## src/rtl/sdram_req_arbiter.sv

```systemverilog
// sdram_req_arbiter: shares the SDRAM controller request port between CPU and video fetch,
// video-first with CPU starvation relief and a ready watchdog.
module sdram_req_arbiter #(
    parameter int ADDR_W       = 25,
    parameter int DATA_W       = 16,
    parameter int CPU_WAIT_MAX = 4,
    parameter int TIMEOUT      = 255
) (
    input  logic              clk,
    input  logic              reset,
    input  logic              cpu_req,
    input  logic              cpu_rnw,
    input  logic [ADDR_W-1:0] cpu_addr,
    input  logic [7:0]        cpu_din,
    output logic              cpu_ack,
    output logic              cpu_ready,
    input  logic              vid_req,
    input  logic [ADDR_W-1:0] vid_addr,
    output logic              vid_ack,
    output logic              vid_ready,
    output logic [DATA_W-1:0] rd_dout,
    output logic              mem_req,
    output logic              mem_rnw,
    output logic [ADDR_W-1:0] mem_addr,
    output logic [7:0]        mem_din,
    input  logic              mem_ack,
    input  logic              mem_ready,
    input  logic [DATA_W-1:0] mem_dout,
    input  logic              mem_busy,
    output logic              owner_vid,
    output logic              err_timeout
);
    localparam logic [3:0] WAIT_MAX = 4'(CPU_WAIT_MAX);
    localparam logic [7:0] WD_MAX   = 8'(TIMEOUT);
    typedef enum logic [1:0] {IDLE, ISSUE, DATA} state_t;
    state_t     state;
    logic [3:0] starve_cnt;
    logic [7:0] wd_cnt;
    logic       grant_any, grant_vid;
    always_comb begin
        grant_any = !mem_busy && (cpu_req || vid_req);
        grant_vid = vid_req && !(cpu_req && starve_cnt >= WAIT_MAX);
    end
    always_ff @(posedge clk or posedge reset) begin
        if (reset) begin
            state       <= IDLE;
            starve_cnt  <= '0;
            wd_cnt      <= '0;
            mem_req     <= 1'b0;
            mem_rnw     <= 1'b0;
            mem_addr    <= '0;
            mem_din     <= '0;
            owner_vid   <= 1'b0;
            cpu_ack     <= 1'b0;
            cpu_ready   <= 1'b0;
            vid_ack     <= 1'b0;
            vid_ready   <= 1'b0;
            rd_dout     <= '0;
            err_timeout <= 1'b0;
        end else begin
            cpu_ack     <= 1'b0;
            cpu_ready   <= 1'b0;
            vid_ack     <= 1'b0;
            vid_ready   <= 1'b0;
            err_timeout <= 1'b0;
            case (state)
                IDLE: if (grant_any) begin
                    state      <= ISSUE;
                    mem_req    <= 1'b1;
                    owner_vid  <= grant_vid;
                    mem_rnw    <= grant_vid || cpu_rnw;
                    mem_addr   <= grant_vid ? vid_addr : cpu_addr;
                    mem_din    <= grant_vid ? 8'h00 : cpu_din;
                    starve_cnt <= !grant_vid ? 4'd0 :
                                  (cpu_req && starve_cnt != 4'hF) ? starve_cnt + 4'd1 : starve_cnt;
                end
                ISSUE: if (mem_ack) begin
                    mem_req <= 1'b0;
                    wd_cnt  <= '0;
                    cpu_ack <= !owner_vid;
                    vid_ack <= owner_vid;
                    state   <= DATA;
                    // a controller may finish in the same cycle it accepts
                    if (mem_ready) begin
                        rd_dout   <= mem_dout;
                        cpu_ready <= !owner_vid;
                        vid_ready <= owner_vid;
                        state     <= IDLE;
                    end
                end
                DATA: begin
                    wd_cnt <= wd_cnt + 8'd1;
                    if (mem_ready || wd_cnt == WD_MAX) begin
                        rd_dout     <= mem_ready ? mem_dout : '0;
                        cpu_ready   <= !owner_vid;
                        vid_ready   <= owner_vid;
                        err_timeout <= !mem_ready;
                        state       <= IDLE;
                    end
                end
                default: state <= IDLE;
            endcase
        end
    end
endmodule
```

## config.mk

```make
export PLATFORM = sky130hd
export DESIGN_NAME = sdram_req_arbiter
export DESIGN_NICKNAME = d
export VERILOG_FILES = /design/src/rtl/sdram_req_arbiter.sv
export SDC_FILE = /design/constraint.sdc
export NUM_CORES = 1
export LEC_CHECK = 0
export CORE_ASPECT_RATIO = 2
export CORE_MARGIN = 5
export CORE_UTILIZATION = 45
export CTS_CLUSTER_SIZE = 16
export DETAILED_ROUTE_END_ITERATION = 7
export HOLD_SLACK_MARGIN = 0.03
export PLACE_DENSITY_LB_ADDON = 0.25
export SYNTH_ARGS = -nofsm -noshare
export SYNTH_HDL_FRONTEND = slang
export SYNTH_SLANG_ARGS = --single-unit
export TNS_END_PERCENT = 30
```

## constraint.sdc

```tcl
create_clock -name clk -period 4.65 [get_ports clk]
set_input_delay 0.6975 -clock clk [delete_from_list [all_inputs] [get_ports clk]]
set_output_delay 0.6975 -clock clk [all_outputs]
set_load 0.05 [all_outputs]
```

# Word level (Yosys, flattened, before mapping)
# Index checks and enable logic that the tools add are counted.
# word_totals
reg_bits	71
out_inout_bits	57
# classes
n_addsub	2
magnitude_cmp	1
eq_ne	9
n_mux	33
n_reduce_logical	20
# ops
op	count
16-bit 2-to-1 mux	4
16-bit case mux with 2 select lines	1
25-bit 2-to-1 mux	1
8-bit 2-to-1 mux	2
8-bit case mux with 2 select lines	1
1-bit 2-to-1 mux	14
3-bit AND reduction	3
8-bit by 1-bit adder with 8-bit output (second input constant)	1
8-bit equality test (second input constant)	1
2-bit 2-to-1 mux	4
4-bit 2-to-1 mux	2
2-bit inequality test (second input constant)	4
1-bit case mux with 2 select lines	3
2-bit case mux with 3 select lines	1
4-bit by 1-bit adder with 4-bit output (second input constant)	1
4-bit by 3-bit greater-or-equal comparator with 1-bit output (second input constant)	1
1-bit logical AND	4
1-bit logical NOT	4
4-bit inequality test (second input constant)	1
2-bit AND reduction	2
4-bit AND reduction	1
2-bit nonzero test	2
1-bit logical OR	3
2-bit by 1-bit equality test with 1-bit output (second input constant)	1
other kinds (3)	3

# Logic depth before layout (Yosys ltp)
# Gate-level depths: netlist (run 1).
# depth
word_depth	6
ltp_mapped	9
depth_no_buf	6

# Worst setup path after synthesis (run 1)
# Ideal clock, no wire load.
# synth_path
path_kind	input port to flip-flop
startpoint	in cpu_req
endpoint	reg mem_addr[10]
setup_time_ps	133
t_arrival_ps	1504
path_slack_ps	3013
path_stages	6
path_buffers	2
path_cell_list	buf_4 > o21ai_0 > nand2_2 > buf_6 > mux2i_1 > o21ai_0
# synth_via
elab_chain_cells	4
# synth_lines
element	line	text
from (decl)	11	input logic cpu_req,
1-bit logical AND	42	grant_vid = vid_req && !(cpu_req && starve_cnt >= WAIT_MAX);
1-bit logical NOT	42	
1-bit logical AND	42	
25-bit 2-to-1 mux	72	mem_addr <= grant_vid ? vid_addr : cpu_addr;
to (signal assigned)	72	
to (decl)	24	output logic [ADDR_W-1:0] mem_addr,
# Several ways; a longest one is shown, not always the timed one.
# A chain may end at the register's enable or synchronous reset.

# Final worst setup path (run 1)
# layout_path
startpoint	in mem_busy
endpoint	reg mem_rnw
# layout_via
elab_chain_cells	3
# layout_lines
element	line	text
from (decl)	29	input logic mem_busy,
1-bit logical NOT	41	grant_any = !mem_busy && (cpu_req || vid_req);
1-bit logical AND	41	
2-bit AND reduction (no line)	n/a	
to (signal assigned)	71	mem_rnw <= grant_vid || cpu_rnw;
to (decl)	23	output logic mem_rnw,
# Every way passes these cells.

==> results of run 1 <==
## kinds of logic (layout without fill, tap and decap cells)
group,count (synthesis),in the layout,synth area share [%]
compound gates,76,76,16.6
flops,71,71,56.1
buf+inv,26,167,4.82
mux,26,26,8.26
fa+ha+maj,5,5,1.98
simple gates,71,71,11.4
xor+xnor,3,3,0.830
## metrics by stage
stage	hold WS (ns)	instances	utilization (%)	instance area [sq um]
2_1_floorplan	0.454	278	-	3170
3_3_place_gp	0.462	493	66.4	4570
3_5_place_dp	0.469	493	66.4	4570
4_1_cts	0.482	509	71.4	4920
5_1_grt	0.506	509	71.4	4920
6_report	0.477	509	71.4	4920
## per-layer routing
metal  vias to the layer above  global-route usage [%]  share of wire (%)
li1                       1262                       -                  -
met4                         0                    9.44                3.4
met1                      1299                    23.0                 37
met3                        23                    5.79                5.1
met2                        85                    36.9                 55
met5                         -                       0                  0
## flip-flops by register name, indices dropped and copies added (netlist names)
signal       cells
cpu_ack          1
cpu_ready        1
err_timeout      1
mem_addr        25
mem_din          8
mem_req          1
mem_rnw          1
owner_vid        1
rd_dout         16
starve_cnt       4
state            2
vid_ack          1
vid_ready        1
wd_cnt           8
## path summary, 6_finish.rpt
kind	start	endpoint	slack, ns	cells past startpoint
min	mem_addr[16]	mem_addr[16]	0.48	2
max reg2reg	state[1]	mem_rnw	2.37	6
max in group asynchronous	reset	mem_din[2]	2.81	3
max	mem_busy	mem_rnw	2.26	5
min reg2reg	mem_addr[16]	mem_addr[16]	0.48	2
min in group asynchronous	reset	rd_dout[5]	0.93	2
## worst min-delay path, cell delays in order (launching register included)
cell     delay [ns]
dfrtp_1        0.34
nand2_1        0.04
o21ai_0        0.06
## cell usage in the layout (no fill, tap or decap), types with 2 or more instances in the layout
cell type,netlist,final
inv_1,11,10
clkbuf_8,0,4
nand2_1,35,35
nand4_1,3,3
nor2_1,9,9
buf_4,2,2
bufinv_16,0,2
and3_1,5,5
nor4_1,2,2
a21oi_1,4,4
dfrtp_1,71,71
and4_2,2,2
a22o_1,18,18
clkbuf_16,0,9
a22o_2,7,7
xor2_1,3,3
o21ai_0,32,32
clkdlybuf4s50_1,0,138
ha_1,5,5
nand3_1,3,3
mux2i_1,25,25
nand2b_1,3,3
## layout make-up
class / instances / share of cell area [%]
inverters: 11 / 0.839
flip-flops and latches: 71 / 36.1
clock buffers: 14 / 5.77
well taps: 90 / 2.29
repair buffers: 140 / 28.4
clock inverters: 2 / 1.22
multi-input cells: 181 / 25.4
## power by group
group	internal, uW	switching [uW]
Sequential	865	137
Combinational	652	1220
Clock	528	247
==> flow_results.xml, run 1 <==
<?xml version="1.0" encoding="UTF-8"?>
<metrics>
  <group name="setup_path">
    <metric name="worst-endpoint-required" unit="ns">4.82</metric>
    <metric name="crit_chain" unit="">clkdlybuf4s50_1 -&gt; and2b_1 -&gt; nand2_1 -&gt; a21oi_1 -&gt; a22oi_1</metric>
    <metric name="critical_path.top_delay_family" unit="">compound AO/OA/AOI/OAI gates</metric>
    <metric name="worst_ep_arrival" unit="ns">2.56</metric>
    <metric name="worst_setup_path_start_kind" unit="">primary input</metric>
    <metric name="crit_path_max_incr_delay" unit="ns">0.77</metric>
    <metric name="critPathKind" unit="">primary input to flop</metric>
    <metric name="end_kind" unit="">flop</metric>
    <metric name="critical_path.max_fanout" unit="">11</metric>
    <metric name="cp_num_buf_inv" unit="">1</metric>
    <metric name="worst_path_max_delay_cell" unit="">a21oi_1</metric>
  </group>
  <group name="power_and_ir_drop">
    <metric name="power.static_leakage" unit="uW">0.00225</metric>
    <metric name="post-layout-total-power" unit="uW">3650</metric>
    <metric name="power_per_cell_area" unit="mW/mm^2">742</metric>
    <metric name="max-vdd-ir-drop" unit="mV">0.378</metric>
  </group>
  <group name="drt">
    <metric name="detail_route.wirelength" unit="microns">8970</metric>
    <metric name="drtPass1Iterations" unit="">4</metric>
    <metric name="number_of_drc_markers_in_iteration_0" unit="">130</metric>
    <metric name="routedWlPerCell" unit="microns">17.6</metric>
    <metric name="vias" unit="">2669</metric>
    <metric name="detailed_route_vias_per_instance" unit="">5.24</metric>
    <metric name="remaining_drc_errors" unit="">0</metric>
    <metric name="drt.antenna.violating_nets" unit="">0</metric>
  </group>
  <group name="cts">
    <metric name="number_of_hold_buffers_added_after_cts" unit="">0</metric>
    <metric name="clock_tree.root_cell" unit="">clkbuf_16</metric>
    <metric name="htree_num_levels" unit="">3</metric>
    <metric name="post_cts.resized_instances" unit="">0</metric>
    <metric name="total_cts_buffers" unit="">9</metric>
    <metric name="cts_setup_buffers" unit="">0</metric>
    <metric name="clock_tree_from_tritoncts" unit="">yes</metric>
    <metric name="clock-sinks" unit="">71</metric>
    <metric name="clk_path_buf_depth" unit="">2</metric>
    <metric name="worst_setup_hold_path_clk_slew" unit="ns">0.05</metric>
    <metric name="worstSkewPairLatency" unit="ns">0.33</metric>
  </group>
  <group name="synth">
    <metric name="syn-num-nets" unit="">365</metric>
    <metric name="postSynthRegisterBits" unit="">71</metric>
    <metric name="yosys_most_used_dff" unit="">dfrtp_1</metric>
    <metric name="synth_seq_area_share" unit="%">56.1</metric>
    <metric name="async_flop_share" unit="%">100</metric>
    <metric name="synthTopCellsByCount" unit="">71 x dfrtp_1, 35 x nand2_1, 32 x o21ai_0</metric>
    <metric name="area_of_the_mapped_netlist" unit="sq mm">0.00317</metric>
    <metric name="synthesis.area_per_instance" unit="sq um">11.4</metric>
    <metric name="yosysWarningCount" unit="">0</metric>
    <metric name="synthTopCellsByArea" unit="">dfrtp_1 56%, mux2i_1 7.9%, o21ai_0 5.1%</metric>
    <metric name="netlist_cell_types" unit="">47</metric>
    <metric name="syn_inst" unit="">278</metric>
    <metric name="synth_enable_flop_cells" unit="">0</metric>
    <metric name="synth.most_common_cell" unit="">dfrtp_1</metric>
    <metric name="yosys.area.top_type_share" unit="%">56.1</metric>
    <metric name="post-synth-top-area-cell" unit="">dfrtp_1</metric>
  </group>
  <group name="run">
    <metric name="max-cap-violations" unit="">0</metric>
  </group>
  <group name="cells_and_area">
    <metric name="final_layout_size_suffix_gt1_share" unit="%">9.07</metric>
    <metric name="total_inserted_antenna_cells" unit="">0</metric>
    <metric name="layout_overhead_on_the_synthesized_area" unit="%">55.4</metric>
    <metric name="multi_input_area" unit="sq mm">0.00125</metric>
    <metric name="fillers" unit="">566</metric>
    <metric name="nNetsFinal" unit="">501</metric>
    <metric name="sequential_area" unit="sq mm">0.00178</metric>
  </group>
  <group name="sta">
    <metric name="setup_viol" unit="">0</metric>
    <metric name="tightest_slew" unit="ns">1.02</metric>
    <metric name="finalWorstSetupSlack" unit="ns">2.26</metric>
    <metric name="finalWorstPathRequiredPeriod" unit="ns">2.39</metric>
    <metric name="clock_skew" unit="ns">0.00644</metric>
    <metric name="fin_setup_tns" unit="ns">0</metric>
    <metric name="timing.final.crit_share" unit="%">51.3</metric>
    <metric name="fin_max_slew_vios" unit="">0</metric>
    <metric name="hold_violations" unit="">0</metric>
    <metric name="worst_slew_margin_rel" unit="%">31.8</metric>
    <metric name="achievable-frequency" unit="GHz">0.419</metric>
    <metric name="rsz0062_at_grt" unit="">false</metric>
  </group>
  <group name="global_route">
    <metric name="number_of_antenna_violations_at_the_first_check_in_global_routing" unit="">0</metric>
    <metric name="track_usage" unit="%">20.8</metric>
    <metric name="grt_start_max_net_pins" unit="">51</metric>
    <metric name="grt_pass1_vias" unit="">2808</metric>
    <metric name="wire_length_of_the_first_global_routing_pass" unit="microns">14500</metric>
    <metric name="remaining_global_route_overflow" unit="">0</metric>
  </group>
  <group name="die">
    <metric name="rows" unit="">43</metric>
    <metric name="coreArea" unit="sq mm">0.00689</metric>
    <metric name="die_h" unit="microns">129</metric>
    <metric name="fp.dieArea" unit="sq mm">0.00891</metric>
    <metric name="floorplan.initialDensity" unit="%">46.0</metric>
    <metric name="die_width" unit="microns">69.3</metric>
    <metric name="design.portCount" unit="">139</metric>
  </group>
  <group name="placed_design">
    <metric name="dp_hpwl" unit="microns">6630</metric>
    <metric name="place_worst_setup_slack" unit="ns">1.88</metric>
    <metric name="place.port_buffers" unit="">138</metric>
    <metric name="globalplace.congestion" unit="">0.837</metric>
  </group>
  <group name="status">
    <metric name="outcome" unit="">finished clean</metric>
  </group>
  <group name="worst_hold_path">
    <metric name="min_path_type" unit="">flop to flop</metric>
  </group>
</metrics>
Note: power is estimated with default switching activity, not from simulation.
==> inputs of run 2 (changes only) <==
--- a/config.mk
+++ b/config.mk
@@ -7,7 +7,7 @@
 export LEC_CHECK = 0
 export CORE_ASPECT_RATIO = 2
 export CORE_MARGIN = 5
-export CORE_UTILIZATION = 45
+export CORE_UTILIZATION = 42
 export CTS_CLUSTER_SIZE = 16
 export DETAILED_ROUTE_END_ITERATION = 7
 export HOLD_SLACK_MARGIN = 0.03
==> constraint.sdc (replaced) <==
create_clock -name clk -period 2.2 [get_ports clk]
set_input_delay 0.33 -clock clk [delete_from_list [all_inputs] [get_ports clk]]
set_output_delay 0.33 -clock clk [all_outputs]
set_load 0.05 [all_outputs]
==> flow_results.xml, run 2 (synthesis results as in run 1) <==
<?xml version="1.0" encoding="UTF-8"?>
<metrics>
  <group name="status">
    <metric name="outcome" unit="">finished clean</metric>
  </group>
  <group name="setup_path">
    <metric name="critPathKind" unit="">flop to output port</metric>
    <metric name="worst-endpoint-required" unit="ns">1.87</metric>
    <metric name="endpoint" unit="">owner_vid</metric>
    <metric name="critical_path.reg2reg.endpoint" unit="">rd_dout[3]</metric>
    <metric name="worst_path_max_delay_cell" unit="">clkdlybuf4s50_1</metric>
    <metric name="ff_to_ff_start" unit="">state[0]</metric>
    <metric name="critical_path.max_fanout" unit="">4</metric>
    <metric name="worst_ep_arrival" unit="ns">1.55</metric>
    <metric name="end_kind" unit="">output port</metric>
    <metric name="crit_path_max_incr_delay" unit="ns">0.83</metric>
    <metric name="crit_path_start" unit="">owner_vid</metric>
    <metric name="ff2ff_path_depth" unit="">5</metric>
    <metric name="crit_chain" unit="">clkdlybuf4s50_1</metric>
    <metric name="regToRegSetupSlack" unit="ns">0.33</metric>
    <metric name="cp_num_cells" unit="">1</metric>
    <metric name="worst_setup_path_start_kind" unit="">flop</metric>
    <metric name="cp_num_buf_inv" unit="">1</metric>
    <metric name="critical_path.top_delay_family" unit="">buffers and inverters</metric>
  </group>
  <group name="cells_and_area">
    <metric name="layout.cells.most_common" unit="">clkdlybuf4s50_1</metric>
    <metric name="final_layout_size_suffix_gt1_share" unit="%">10.6</metric>
    <metric name="layout.cells.most_common_list" unit="">138 x clkdlybuf4s50_1, 71 x dfrtp_1, 35 x nand2_1, 32 x o21ai_0, 25 x mux2i_1</metric>
    <metric name="layout_overhead_on_the_synthesized_area" unit="%">57.7</metric>
    <metric name="finish.cell_count_without_fillers" unit="">517</metric>
    <metric name="total_inserted_antenna_cells" unit="">0</metric>
    <metric name="largest_registers" unit="">mem_addr (25), rd_dout (16)</metric>
    <metric name="flip_flop_count_of_the_largest_register_after_layout" unit="">25</metric>
    <metric name="nNetsFinal" unit="">507</metric>
    <metric name="registers.top_by_ff_count" unit="">mem_addr</metric>
  </group>
  <group name="global_route">
    <metric name="number_of_antenna_violations_at_the_first_check_in_global_routing" unit="">0</metric>
    <metric name="grt_pass1_vias" unit="">2774</metric>
    <metric name="remaining_global_route_overflow" unit="">0</metric>
    <metric name="track_usage" unit="%">18.8</metric>
    <metric name="wire_length_of_the_first_global_routing_pass" unit="microns">13900</metric>
    <metric name="grt_start_max_net_pins" unit="">72</metric>
  </group>
  <group name="cts">
    <metric name="number_of_hold_buffers_added_after_cts" unit="">0</metric>
    <metric name="worst_setup_hold_path_clk_slew" unit="ns">0.05</metric>
    <metric name="cts_setup_buffers" unit="">0</metric>
    <metric name="total_cts_buffers" unit="">9</metric>
    <metric name="post_cts.resized_instances" unit="">0</metric>
    <metric name="clock_tree.root_cell" unit="">clkbuf_16</metric>
    <metric name="clock-sinks" unit="">71</metric>
    <metric name="worstSkewPairLatency" unit="ns">0.32</metric>
    <metric name="clk_path_buf_depth" unit="">2</metric>
    <metric name="htree_num_levels" unit="">3</metric>
    <metric name="clock_tree_from_tritoncts" unit="">yes</metric>
  </group>
  <group name="die">
    <metric name="die_h" unit="microns">133</metric>
    <metric name="floorplan.initialDensity" unit="%">43.2</metric>
    <metric name="rows" unit="">44</metric>
    <metric name="coreArea" unit="sq mm">0.00732</metric>
    <metric name="fp.dieArea" unit="sq mm">0.00948</metric>
    <metric name="die_width" unit="microns">71.4</metric>
    <metric name="design.portCount" unit="">139</metric>
  </group>
  <group name="drt">
    <metric name="drt.antenna.violating_nets" unit="">0</metric>
    <metric name="number_of_drc_markers_in_iteration_0" unit="">120</metric>
    <metric name="detailed_route_vias_per_instance" unit="">5.06</metric>
    <metric name="remaining_drc_errors" unit="">0</metric>
    <metric name="drtPass1Iterations" unit="">4</metric>
    <metric name="vias" unit="">2616</metric>
    <metric name="routedWlPerCell" unit="microns">16.5</metric>
    <metric name="detail_route.wirelength" unit="microns">8530</metric>
  </group>
  <group name="sta">
    <metric name="fin_max_slew_vios" unit="">0</metric>
    <metric name="setup_viol" unit="">0</metric>
    <metric name="rsz0062_at_grt" unit="">false</metric>
    <metric name="clock_skew" unit="ns">0.00545</metric>
    <metric name="tightest_slew" unit="ns">0.631</metric>
    <metric name="timing.final.crit_share" unit="%">85.3</metric>
    <metric name="finalWorstPathRequiredPeriod" unit="ns">1.88</metric>
    <metric name="worst_slew_margin_rel" unit="%">57.9</metric>
    <metric name="achievable-frequency" unit="GHz">0.533</metric>
    <metric name="finalWorstSetupSlack" unit="ns">0.324</metric>
    <metric name="fin_setup_tns" unit="ns">0</metric>
    <metric name="hold_violations" unit="">0</metric>
  </group>
  <group name="worst_hold_path">
    <metric name="min_path_type" unit="">primary input to asynchronous set/reset pin</metric>
  </group>
  <group name="placed_design">
    <metric name="place_worst_setup_slack" unit="ns">0.202</metric>
    <metric name="globalplace.congestion" unit="">0.826</metric>
    <metric name="place.port_buffers" unit="">138</metric>
    <metric name="placedCellCount" unit="">501</metric>
    <metric name="dp_hpwl" unit="microns">6420</metric>
  </group>
  <group name="power_and_ir_drop">
    <metric name="max-vdd-ir-drop" unit="mV">1.16</metric>
    <metric name="power.static_leakage" unit="uW">0.00227</metric>
    <metric name="power_per_cell_area" unit="mW/mm^2">1550</metric>
  </group>
  <group name="run">
    <metric name="max-cap-violations" unit="">0</metric>
  </group>
</metrics>
-- run 2: cell types whose count changed in the layout (fill, tap and decap cells not counted) --
cell and change:
clkinv_4 +1, clkinvlp_4 +3, clkbuf_1 -1, buf_4 +4, bufinv_16 +1, buf_12 +2
clkbuf_8 -4
-- run 2: routing by layer --
metal	wire (microns)	vias to the layer above	part of all wire [%]	track usage [%]
met5	0	-	0	0
met1	3230	1240	38	20.9
met2	4660	83	55	33.2
met4	213	0	2.5	7.43
li1	-	1276	-	-
met3	427	17	5.0	5.01
-- run 2: tightest hold or removal path: cells and delay by family --
family   cells  cell delay (ns)
buf+inv      3             0.79
-- run 2: worst min-delay path by stage --
stage                     slack, ns          from            to
after CTS                      0.42         reset    rd_dout[9]
after global placement         0.46  mem_addr[17]  mem_addr[17]
after floorplan                0.40     mem_ready   err_timeout
final                          0.39         reset    rd_dout[9]
after global routing           0.42         reset   rd_dout[10]
after detailed placement       0.47   mem_addr[8]   mem_addr[8]
-- run 2: power breakdown --
part | leakage [uW] | internal [uW] | switching (uW)
Sequential | 0.000910 | 1830 | 284
Clock | 0.000158 | 1110 | 531
Combinational | 0.00121 | 1410 | 2590
-- run 2: per-stage QoR --
step                hold slack (ns)  cell area (sq um)  power [uW]  util [%]
global route                  0.424               4990        8160      68.2
finish                        0.388               4990        7750      68.2
detailed placement            0.470               4650        6160      63.5
floorplan                     0.403               3170        4790         -
CTS                           0.416               4990        7830      68.2
global placement              0.464               4650        6080      63.5
-- run 2: layout make-up --
cell class | count | area [sq um]
multi-input combinational | 181 | 1250
clock buffer | 9 | 225
fill | 586 | 2330
clock inverter | 7 | 121
timing repair buffer | 146 | 1470
sequential | 71 | 1780
inverter | 11 | 41.3
tap | 92 | 115
==> inputs of run 3 (changes only) <==
--- a/config.mk
+++ b/config.mk
@@ -5,9 +5,10 @@
 export SDC_FILE = /design/constraint.sdc
 export NUM_CORES = 1
 export LEC_CHECK = 0
+export ABC_AREA = 1
 export CORE_ASPECT_RATIO = 2
 export CORE_MARGIN = 5
-export CORE_UTILIZATION = 42
+export CORE_UTILIZATION = 46
 export CTS_CLUSTER_SIZE = 16
 export DETAILED_ROUTE_END_ITERATION = 7
 export HOLD_SLACK_MARGIN = 0.03
==> constraint.sdc (replaced) <==
create_clock -name clk -period 2.38 [get_ports clk]
set_input_delay 0.357 -clock clk [delete_from_list [all_inputs] [get_ports clk]]
set_output_delay 0.357 -clock clk [all_outputs]
set_load 0.05 [all_outputs]
==> flow_results.xml, run 3 <==
<?xml version="1.0" encoding="UTF-8"?>
<metrics>
  <group name="sta">
    <metric name="finalWorstSetupSlack" unit="ns">0.453</metric>
    <metric name="timing.final.crit_share" unit="%">81.0</metric>
    <metric name="tightest_slew" unit="ns">0.557</metric>
    <metric name="setup_viol" unit="">0</metric>
    <metric name="worst_slew_margin_rel" unit="%">62.8</metric>
    <metric name="fin_setup_tns" unit="ns">0</metric>
    <metric name="hold_violations" unit="">0</metric>
    <metric name="fin_max_slew_vios" unit="">0</metric>
    <metric name="clock_skew" unit="ns">0.00359</metric>
    <metric name="achievable-frequency" unit="GHz">0.519</metric>
    <metric name="finalWorstPathRequiredPeriod" unit="ns">1.93</metric>
    <metric name="rsz0062_at_grt" unit="">false</metric>
    <metric name="finalHoldWorstSlack" unit="ns">0.328</metric>
  </group>
  <group name="setup_path">
    <metric name="cp_num_buf_inv" unit="">1</metric>
    <metric name="worst_ep_arrival" unit="ns">1.57</metric>
    <metric name="critPathKind" unit="">flop to output port</metric>
    <metric name="critical_path.top_delay_family" unit="">buffers and inverters</metric>
    <metric name="critical_path.max_fanout" unit="">4</metric>
    <metric name="worst_path_max_delay_cell" unit="">clkdlybuf4s50_1</metric>
    <metric name="worst-endpoint-required" unit="ns">2.02</metric>
    <metric name="worst_setup_path_start_kind" unit="">flop</metric>
    <metric name="crit_path_max_incr_delay" unit="ns">0.85</metric>
    <metric name="crit_chain" unit="">clkdlybuf4s50_1</metric>
    <metric name="end_kind" unit="">output port</metric>
  </group>
  <group name="global_route">
    <metric name="number_of_antenna_violations_at_the_first_check_in_global_routing" unit="">0</metric>
    <metric name="grt_pass1_vias" unit="">3349</metric>
    <metric name="wire_length_of_the_first_global_routing_pass" unit="microns">15600</metric>
    <metric name="remaining_global_route_overflow" unit="">0</metric>
    <metric name="track_usage" unit="%">20.8</metric>
    <metric name="grt_start_max_net_pins" unit="">33</metric>
  </group>
  <group name="synth">
    <metric name="syn_inst" unit="">395</metric>
    <metric name="synth_enable_flop_cells" unit="">0</metric>
    <metric name="synth.most_common_cell" unit="">nand2_1</metric>
    <metric name="postSynthRegisterBits" unit="">71</metric>
    <metric name="synth_seq_area_share" unit="%">52.5</metric>
    <metric name="async_flop_share" unit="%">100</metric>
    <metric name="yosysWarningCount" unit="">0</metric>
    <metric name="yosys_most_used_dff" unit="">dfrtp_1</metric>
    <metric name="area_of_the_mapped_netlist" unit="sq mm">0.00339</metric>
    <metric name="netlist_cell_types" unit="">24</metric>
    <metric name="synthesis.area_per_instance" unit="sq um">8.57</metric>
    <metric name="yosys.area.top_type_share" unit="%">52.5</metric>
    <metric name="syn-num-nets" unit="">482</metric>
    <metric name="synthTopCellsByArea" unit="">dfrtp_1 52%, nand2_1 17%, nand3_1 9.0%</metric>
    <metric name="post-synth-top-area-cell" unit="">dfrtp_1</metric>
    <metric name="synthTopCellsByCount" unit="">152 x nand2_1, 71 x dfrtp_1, 61 x nand3_1</metric>
  </group>
  <group name="cts">
    <metric name="worst_setup_hold_path_clk_slew" unit="ns">0.05</metric>
    <metric name="clock_tree.root_cell" unit="">clkbuf_16</metric>
    <metric name="total_cts_buffers" unit="">9</metric>
    <metric name="clk_path_buf_depth" unit="">2</metric>
    <metric name="number_of_hold_buffers_added_after_cts" unit="">0</metric>
    <metric name="post_cts.resized_instances" unit="">0</metric>
    <metric name="cts_setup_buffers" unit="">0</metric>
    <metric name="htree_num_levels" unit="">3</metric>
    <metric name="clock-sinks" unit="">71</metric>
    <metric name="clock_tree_from_tritoncts" unit="">yes</metric>
    <metric name="worstSkewPairLatency" unit="ns">0.33</metric>
  </group>
  <group name="placed_design">
    <metric name="place.port_buffers" unit="">138</metric>
    <metric name="globalplace.congestion" unit="">0.801</metric>
    <metric name="placedCellCount" unit="">616</metric>
    <metric name="place_worst_setup_slack" unit="ns">0.441</metric>
    <metric name="dp_hpwl" unit="microns">7200</metric>
  </group>
  <group name="cells_and_area">
    <metric name="registers.top_by_ff_count" unit="">mem_addr</metric>
    <metric name="layout.cells.most_common_list" unit="">152 x nand2_1, 138 x clkdlybuf4s50_1, 71 x dfrtp_1, 61 x nand3_1, 18 x inv_1</metric>
    <metric name="nNetsFinal" unit="">622</metric>
    <metric name="largest_registers" unit="">mem_addr (25), rd_dout (16)</metric>
    <metric name="finish.cell_count_without_fillers" unit="">632</metric>
    <metric name="flip_flop_count_of_the_largest_register_after_layout" unit="">25</metric>
    <metric name="final_layout_size_suffix_gt1_share" unit="%">10.6</metric>
    <metric name="layout.cells.most_common" unit="">nand2_1</metric>
    <metric name="layout_overhead_on_the_synthesized_area" unit="%">50.9</metric>
    <metric name="total_inserted_antenna_cells" unit="">0</metric>
    <metric name="fillers" unit="">541</metric>
  </group>
  <group name="power_and_ir_drop">
    <metric name="share_clk_of_total_power" unit="%">18.0</metric>
    <metric name="switching_power_as_a_share_of_total_power" unit="%">47.1</metric>
    <metric name="max-vdd-ir-drop" unit="mV">0.997</metric>
    <metric name="seq_power_share" unit="%">27.1</metric>
    <metric name="power.switching" unit="uW">3400</metric>
    <metric name="power.share.combinational" unit="%">54.8</metric>
    <metric name="intPower" unit="uW">3810</metric>
    <metric name="power_per_cell_area" unit="mW/mm^2">1410</metric>
    <metric name="power.static_leakage" unit="uW">0.00237</metric>
  </group>
  <group name="drt">
    <metric name="number_of_drc_markers_in_iteration_0" unit="">196</metric>
    <metric name="drtPass1Iterations" unit="">4</metric>
    <metric name="detailed_route_vias_per_instance" unit="">5.04</metric>
    <metric name="drt.antenna.violating_nets" unit="">0</metric>
    <metric name="routedWlPerCell" unit="microns">14.8</metric>
    <metric name="vias" unit="">3183</metric>
    <metric name="remaining_drc_errors" unit="">0</metric>
    <metric name="detail_route.wirelength" unit="microns">9350</metric>
  </group>
  <group name="die">
    <metric name="fp.dieArea" unit="sq mm">0.00928</metric>
    <metric name="coreArea" unit="sq mm">0.00721</metric>
    <metric name="die_width" unit="microns">70.7</metric>
    <metric name="rows" unit="">44</metric>
    <metric name="design.portCount" unit="">139</metric>
    <metric name="floorplan.initialDensity" unit="%">46.9</metric>
    <metric name="die_h" unit="microns">131</metric>
  </group>
  <group name="status">
    <metric name="outcome" unit="">finished clean</metric>
  </group>
  <group name="run">
    <metric name="max-cap-violations" unit="">0</metric>
  </group>
  <group name="worst_hold_path">
    <metric name="min_path_type" unit="">primary input to asynchronous set/reset pin</metric>
  </group>
</metrics>
-- run 3: cell families (layout without fill, tap and decap cells) --
| family | count (synthesis) | after routing | share of synthesized area, % |
|---|---|---|---|
| AND/OR/NAND/NOR | 248 | 248 | 32.6 |
| flip-flops | 71 | 71 | 52.5 |
| buffers and inverters | 39 | 184 | 6.39 |
| AO/OA/AOI/OAI | 32 | 32 | 6.69 |
| adder cells (fa/ha/maj) | 5 | 5 | 1.85 |
-- run 3: area by class of cell --
class | count | area, sq um | area share [%]
Sequential cell | 71 | 1780 | 34.8
Timing Repair Buffer | 145 | 1450 | 28.3
Multi-Input combinational cell | 285 | 1390 | 27.3
Clock buffer | 12 | 246 | 4.82
Tap cell | 92 | 115 | 2.25
Inverter | 23 | 86.3 | 1.69
Clock inverter | 4 | 45.0 | 0.882
-- run 3: worst paths after layout --
kind	to	from	slack, ns	cells past startpoint
max in group asynchronous	mem_addr[24]	reset	1.47	3
min reg2reg	mem_req	mem_req	0.48	2
max reg2reg	mem_addr[21]	state[1]	0.69	6
min in group clk	mem_req	mem_req	0.48	2
max	owner_vid	owner_vid	0.45	1
min	mem_addr[17]	reset	0.33	2
-- run 3: power groups by stage --
stage,Sequential [uW],Combinational [uW],Clock [uW]
floorplan,3430,1310,0
global placement,1950,3910,0
detailed placement,1970,3970,0
CTS,1960,3990,1330
global route,2020,4200,1370
finish,1960,3950,1300
-- run 3: metrics by stage --
step	instance area, sq um	power (uW)	utilization [%]
floorplan	3390	4730	-
global placement	4820	5860	66.8
detailed placement	4820	5940	66.8
CTS	5110	7280	70.8
global route	5110	7600	70.8
finish	5110	7210	70.8
-- run 3: metal layers --
layer	vias to the layer above	track usage [%]	part of all wire (%)	wire length, microns
met5	-	0	0	0
met4	0	10.8	3.3	312
met3	26	5.35	7.2	670
met2	136	37.6	54	5010
met1	1475	21.6	36	3360
li1	1546	-	-	-
